[config.mk]
export PLATFORM = sky130hd
export DESIGN_NAME = maze_flat
export DESIGN_NICKNAME = d
export VERILOG_FILES = /design/src/rtl/maze_if.sv /design/src/rtl/maze.sv /design/src/flat_wrapper.sv
export SDC_FILE = /design/constraint.sdc
export NUM_CORES = 2
export LEC_CHECK = 0
export CORE_MARGIN = 2
export CORE_UTILIZATION = 64
export CTS_CLUSTER_DIAMETER = 150
export DETAILED_ROUTE_END_ITERATION = 16
export DONT_BUFFER_PORTS = 1
export PLACE_DENSITY_LB_ADDON = 0.05
export SLEW_MARGIN = 20
export SYNTH_ARGS = -nofsm -noshare
export SYNTH_HDL_FRONTEND = slang
export SYNTH_SLANG_ARGS = --single-unit
[constraint.sdc]
create_clock -name clk -period 5 [get_ports clk]
set_clock_uncertainty 0.2 [all_clocks]
set_input_delay 1 -clock clk [delete_from_list [all_inputs] [get_ports clk]]
set_output_delay 1 -clock clk [all_outputs]
set_load 0.005 [all_outputs]
[src/rtl/maze_if.sv]
// Pixel/Pac-Man query bus between the game side and the playfield.
interface maze_if;
    logic [9:0] xpos;
    logic [9:0] ypos;
    logic [9:0] pac_x;
    logic [9:0] pac_y;
    logic       eat_en;
    logic [1:0] tile_info;
    logic [7:0] color;

    modport master (
        output xpos, ypos, pac_x, pac_y, eat_en,
        input  tile_info, color
    );

    modport slave (
        input  xpos, ypos, pac_x, pac_y, eat_en,
        output tile_info, color
    );
endinterface

[src/rtl/maze.sv]
// Pac-Man playfield: fixed wall/dot/pellet layout, per-tile "present" bits,
// registered pixel colour and registered tile type under Pac-Man.
module maze #(
    parameter int unsigned TILE_BITS = 3,
    parameter int unsigned COLS      = 20,
    parameter int unsigned ROWS      = 40,
    parameter logic [7:0]  C_WALL    = 8'h03,
    parameter logic [7:0]  C_DOT     = 8'hFF,
    parameter logic [7:0]  C_PELLET  = 8'hFC,
    parameter logic [7:0]  C_BG      = 8'h00
) (
    input logic   clk,
    input logic   rst,
    maze_if.slave bus
);

    localparam int unsigned NumTiles = COLS * ROWS;
    localparam logic [9:0]  NumCols  = 10'(COLS);
    localparam logic [9:0]  NumRows  = 10'(ROWS);
    localparam logic [9:0]  LastCol  = 10'(COLS - 1);
    localparam logic [9:0]  LastRow  = 10'(ROWS - 1);
    localparam logic [9:0]  NearCol  = 10'(COLS - 2);
    localparam logic [9:0]  NearRow  = 10'(ROWS - 2);

    typedef enum logic [1:0] {
        TileEmpty  = 2'b00,
        TileWall   = 2'b01,
        TileDot    = 2'b10,
        TilePellet = 2'b11
    } tile_e;

    // Static layout; walls win over pellets, so a pellet corner that lands on a
    // pillar stays a wall.
    function automatic tile_e layout(input logic [9:0] col, input logic [9:0] row);
        if (col == 10'd0 || col == LastCol || row == 10'd0 || row == LastRow ||
            (col[1:0] == 2'd2 && row[1:0] == 2'd2)) begin
            return TileWall;
        end
        if ((col == 10'd1 || col == NearCol) && (row == 10'd1 || row == NearRow)) begin
            return TilePellet;
        end
        return TileDot;
    endfunction

    logic [NumTiles-1:0] present;
    logic [1:0]          tile_info_q;
    logic [7:0]          color_q;

    logic [9:0] pix_col, pix_row, pac_col, pac_row;
    logic [9:0] pix_idx, pac_idx;
    logic [2:0] ox, oy;
    logic       pix_in, pac_in;
    logic       pix_present, pac_present;
    tile_e      pix_base, pac_base, pix_tile, pac_tile;
    logic       eat_hit;
    logic [1:0] tile_info_d;
    logic [7:0] color_d;

    // Tile lookup for both the scanned pixel and Pac-Man, then colour selection.
    always_comb begin
        pix_col = bus.xpos >> TILE_BITS;
        pix_row = bus.ypos >> TILE_BITS;
        pac_col = bus.pac_x >> TILE_BITS;
        pac_row = bus.pac_y >> TILE_BITS;
        // Dot/pellet artwork is drawn for 8x8 tiles.
        ox      = bus.xpos[2:0];
        oy      = bus.ypos[2:0];
        pix_in  = (pix_col < NumCols) && (pix_row < NumRows);
        pac_in  = (pac_col < NumCols) && (pac_row < NumRows);
        pix_idx = pix_row * NumCols + pix_col;
        pac_idx = pac_row * NumCols + pac_col;

        pix_present = pix_in ? present[pix_idx] : 1'b0;
        pac_present = pac_in ? present[pac_idx] : 1'b0;
        pix_base    = layout(pix_col, pix_row);
        pac_base    = layout(pac_col, pac_row);

        pix_tile = TileEmpty;
        if (pix_in) begin
            if (pix_base == TileWall) pix_tile = TileWall;
            else if (pix_present)     pix_tile = pix_base;
        end

        pac_tile = TileWall;
        if (pac_in) begin
            if (pac_base == TileWall) pac_tile = TileWall;
            else if (pac_present)     pac_tile = pac_base;
            else                      pac_tile = TileEmpty;
        end
        tile_info_d = pac_tile;

        color_d = C_BG;
        case (pix_tile)
            TileWall:   color_d = C_WALL;
            TileDot: begin
                if ((ox == 3'd3 || ox == 3'd4) && (oy == 3'd3 || oy == 3'd4)) color_d = C_DOT;
            end
            TilePellet: begin
                if (ox >= 3'd2 && ox <= 3'd5 && oy >= 3'd2 && oy <= 3'd5) color_d = C_PELLET;
            end
            default:    color_d = C_BG;
        endcase

        // Re-clearing an already eaten tile is harmless, so held eat_en needs no guard.
        eat_hit = bus.eat_en && pac_in && (pac_base != TileWall);
    end

    // Output registers and present bits; reads above see the pre-eat value.
    always_ff @(posedge clk) begin
        if (rst) begin
            present     <= '1;
            tile_info_q <= 2'b00;
            color_q     <= 8'h00;
        end else begin
            tile_info_q <= tile_info_d;
            color_q     <= color_d;
            if (eat_hit) present[pac_idx] <= 1'b0;
        end
    end

    assign bus.tile_info = tile_info_q;
    assign bus.color     = color_q;

endmodule

[src/flat_wrapper.sv]
// flat-port wrapper written by rule: the top's interface ports become plain ports
module maze_flat 
#(
    parameter int unsigned TILE_BITS = 3,
    parameter int unsigned COLS      = 20,
    parameter int unsigned ROWS      = 40,
    parameter logic [7:0]  C_WALL    = 8'h03,
    parameter logic [7:0]  C_DOT     = 8'hFF,
    parameter logic [7:0]  C_PELLET  = 8'hFC,
    parameter logic [7:0]  C_BG      = 8'h00
)
  (clk, rst, bus_xpos, bus_ypos, bus_pac_x, bus_pac_y, bus_eat_en, bus_tile_info, bus_color);
  maze_if bus_i ();
  input logic clk;
  input logic rst;
  input wire logic [$bits(bus_i.xpos)-1:0] bus_xpos;
  input wire logic [$bits(bus_i.ypos)-1:0] bus_ypos;
  input wire logic [$bits(bus_i.pac_x)-1:0] bus_pac_x;
  input wire logic [$bits(bus_i.pac_y)-1:0] bus_pac_y;
  input wire logic [$bits(bus_i.eat_en)-1:0] bus_eat_en;
  output wire logic [$bits(bus_i.tile_info)-1:0] bus_tile_info;
  output wire logic [$bits(bus_i.color)-1:0] bus_color;
  assign bus_i.xpos = bus_xpos;
  assign bus_i.ypos = bus_ypos;
  assign bus_i.pac_x = bus_pac_x;
  assign bus_i.pac_y = bus_pac_y;
  assign bus_i.eat_en = bus_eat_en;
  assign bus_tile_info = bus_i.tile_info;
  assign bus_color = bus_i.color;
  maze #(.TILE_BITS(TILE_BITS), .COLS(COLS), .ROWS(ROWS), .C_WALL(C_WALL), .C_DOT(C_DOT), .C_PELLET(C_PELLET), .C_BG(C_BG)) u_core (.clk(clk), .rst(rst), .bus(bus_i));
endmodule
==> key figures <==
Yosys
  • Mapped cell area: 0.0407 mm^2
  • Synth warnings: 0
  • Top area cells in the synthesized netlist: dfxtp_1, mux4_2, a21o_1
  • EDFF count, synth: 0
  • XOR/XNOR Fraction of Synth Area: 0.00666
  • Mapped Cells: 3887
  • Distinct cells, synth: 73
  • Adder-cell share of the synthesized area: 0.0109
  • Asr flop ratio synth: 0
  • Area leader, netlist: dfxtp_1
  • Syn Area/Cell: 10.5 um^2
  • Synth Flop Type: dfxtp_1
  • Syn Nets: 3963
  • Yosys reg bits: 804
  • Main combinational cell family by area after synthesis: multiplexers
  • Multiplexer area fraction after synthesis: 0.235
  • Compound-Gate Fraction of Synth Area: 0.191
  • Top-area cell type share of the netlist area: 0.395
  • Sequential-to-total area share from yosys stat: 0.395
  • Simple-Gate Fraction of Synth Area: 0.112

Timing
  • Fmax: 0.217 GHz
  • Minimum hold slack: 0.266 ns
  • Final Critical Period: 4.61 ns
  • Slew of the pin with the lowest slew margin: 3.70 ns
  • Setup TNS: 0 ns
  • Final Hold Fails: 0
  • Max-slew headroom: -1.47
  • Slew Viols, Final: 737
  • Finish-stage setup viols: 0
  • Tcrit/Tclk final: 0.923
  • Unrepaired setup endpoints after global routing: false

Place
  • Placed Cells: 4508
  • Gpl congestion: 0.945
  • PortBufs: 0
  • Hpwl dp: 83300 um

Floorplan
  • Die H: 256 um
  • IO Pins: 53
  • Die X: 256 um
  • Starting Density: 0.647
  • Floorplan Core Area: 0.0630 mm^2
  • Row cnt: 92
  • Die area: 0.0657 mm^2

Route
  • DRT Pass-1 Iters: 9
  • 1st-iter DRT viols: 5479
  • WL/cell: 29.9 um
  • Vias per Instance: 7.20
  • Post-route ant nets: 0
  • Number of remaining DRC errors: 0
  • DR vias: 33600
  • Final wirelength: 140000 um

CTS
  • Root Buffer: clkbuf_16
  • Clk slew on worst S/H paths: 0.06 ns
  • Resized Gates After CTS: 0
  • CTS buffer count: 84
  • Hold-fix buffers, CTS: 0
  • Clk_lat worst skew: 0.66 ns
  • CTS Buffer Depth: 3
  • Clk sinks: 804
  • CTS tree: done
  • Setup Fix Bufs, Post-CTS: 0
  • H-tree depth: 3

Worst hold path
  • Class of the worst hold path: reg -> reg

Global route
  • Initial antenna violation count: 3
  • Gr usage total: 0.418
  • Vias in the first global route: 32200
  • First-pass GRT wire length: 205000 um
  • Total gr overflow: 0
  • Pin count of the biggest net entering global routing: 805

Final layout
  • Post-layout nets: 3824
  • # fillers: 4509
  • Post-layout util: 0.711
  • Layout cells sized above 1: 0.199
  • Area Overhead vs Synth: 9.93%
  • Finished Layout Cells: 4664
  • Most frequent cells in the layout: nand2_1, a21o_1, dfxtp_1
  • Most common cell after layout, fill and taps aside: nand2_1

Setup path
  • Crit-path cells: ha_1 > ha_1 > xor2_1 > or2_2 > buf_4 > o22ai_1 > or4_1 > o22ai_1 > a2111oi_0 > o31ai_1 > o2111ai_1 > o22ai_1
  • Critical Path RT: 5.28 ns
  • Slowest cell on crit path: or4_1
  • Worst Setup Path Type: in -> reg
  • CP max stage delay: 0.62 ns
  • Crit-path max FO: 8
  • Worst Setup End Kind: flop
  • Crit start category: input pin
  • Most used cell, CP: o22ai_1
  • Worst path arrival time: 4.90 ns

Pwr
  • Leak Pwr: 0.0139 uW
  • PwrDens: 341 mW/mm^2
  • Worst vdd ir: 0.000298 V
  • Total power: 15300 uW

Job
  • MaxCap Viol Count: 0

Status
  • Failing checks: max-slew violations
  • Status: finished, violations left
per-stage QoR:
step                instance area (um^2)  setup slack (ns)
floorplan                          40700             0.540
global placement                   41900            -0.149
detailed placement                 41900            0.0304
CTS                                44800             0.677
global route                       44800             0.445
finish                             44800             0.385
state kept, by name, summed over array words and instances (netlist names):
name	count
u_core.bus.tile_info	2
u_core.present	800
u_core.bus.color	2
worst max-delay path: cells and delay by family:
| kind | cells | cell delay (ns) |
|---|---|---|
| XOR/XNOR | 1 | 0.31 |
| adder cells (fa/ha/maj) | 2 | 0.72 |
| AO/OA/AOI/OAI | 6 | 1.45 |
| AND/OR/NAND/NOR | 2 | 1.07 |
| buffers and inverters | 1 | 0.31 |
synth_stat cells, types with 4 or more instances:
cell,n
a211oi_1,14
o21ai_0,19
a21o_1,808
nor2b_1,12
buf_8,7
nor3_1,23
buf_6,12
ha_1,29
dfxtp_1,804
a32oi_1,5
buf_2,110
buf_1,12
nand3_1,29
nor2_1,76
buf_4,31
nand4_1,10
nand2b_1,9
and3_1,5
nor4_1,17
o211ai_1,4
a311oi_1,6
or4_1,18
a221oi_1,7
inv_1,8
mux2_2,18
o41ai_1,4
nor3b_1,4
a2111oi_0,6
clkbuf_1,203
nand2_1,893
o22ai_1,112
xnor2_1,18
a21oi_1,23
a22oi_1,10
a31oi_1,12
mux4_2,360
mux4_1,36
fa_1,4
and2_1,7
xor2_1,13
buf_12,6
mux2i_1,31
final cells by class:
| class | instances | area, um^2 | share of cell area |
|---|---|---|---|
| Timing Repair Buffer | 161 | 1660 | 0.0370 |
| Clock buffer | 121 | 2500 | 0.0559 |
| Sequential cell | 804 | 16100 | 0.359 |
| Inverter | 8 | 30.0 | 0.000670 |
| Antenna cell | 1 | 2.50 | 0.0000559 |
| Clock inverter | 34 | 434 | 0.00969 |
| Tap cell | 846 | 1060 | 0.0236 |
| Multi-Input combinational cell | 2689 | 23000 | 0.514 |
metal layers:
layer  GRT usage  share of wire
met1       0.543           0.36
met2       0.628           0.44
met3       0.108           0.12
met4       0.257          0.073
met5           0        0.00016
path summary, 6_finish.rpt:
path / start / end / slack, ns / depth (start not counted)
worst min register to register: u_core.present[69]$_SDFFE_PP1P_ / u_core.present[69]$_SDFFE_PP1P_ / 0.27 / 1
worst max-delay path: bus_pac_y[3] / u_core.bus.tile_info[0]$_SDFF_PP0_ / 0.39 / 12
worst min-delay path: u_core.present[69]$_SDFFE_PP1P_ / u_core.present[69]$_SDFFE_PP1P_ / 0.27 / 1
worst max register to register: u_core.present[503]$_SDFFE_PP1P_ / u_core.bus.color[1]$_SDFF_PP0_ / 1.81 / 8
cell families (layout without fill, tap and decap cells):
group           count (synthesis)  in the layout
simple gates                 1118           1118
flops                         804            804
compound gates               1062           1062
buf+inv                       394            324
xor+xnor                       31             31
fa+ha+maj                      33             33
other cells                     0              1
mux                           445            445
report_power, final:
group          leakage (uW)  total, uW  internal (uW)  switching (uW)
registers           0.00651       6410           6410            2.99
logic               0.00595       2170            707            1460
clock network       0.00146       6680           3950            2720
total                0.0139      15300          11100            4190
(Power assumes the default switching activity.)
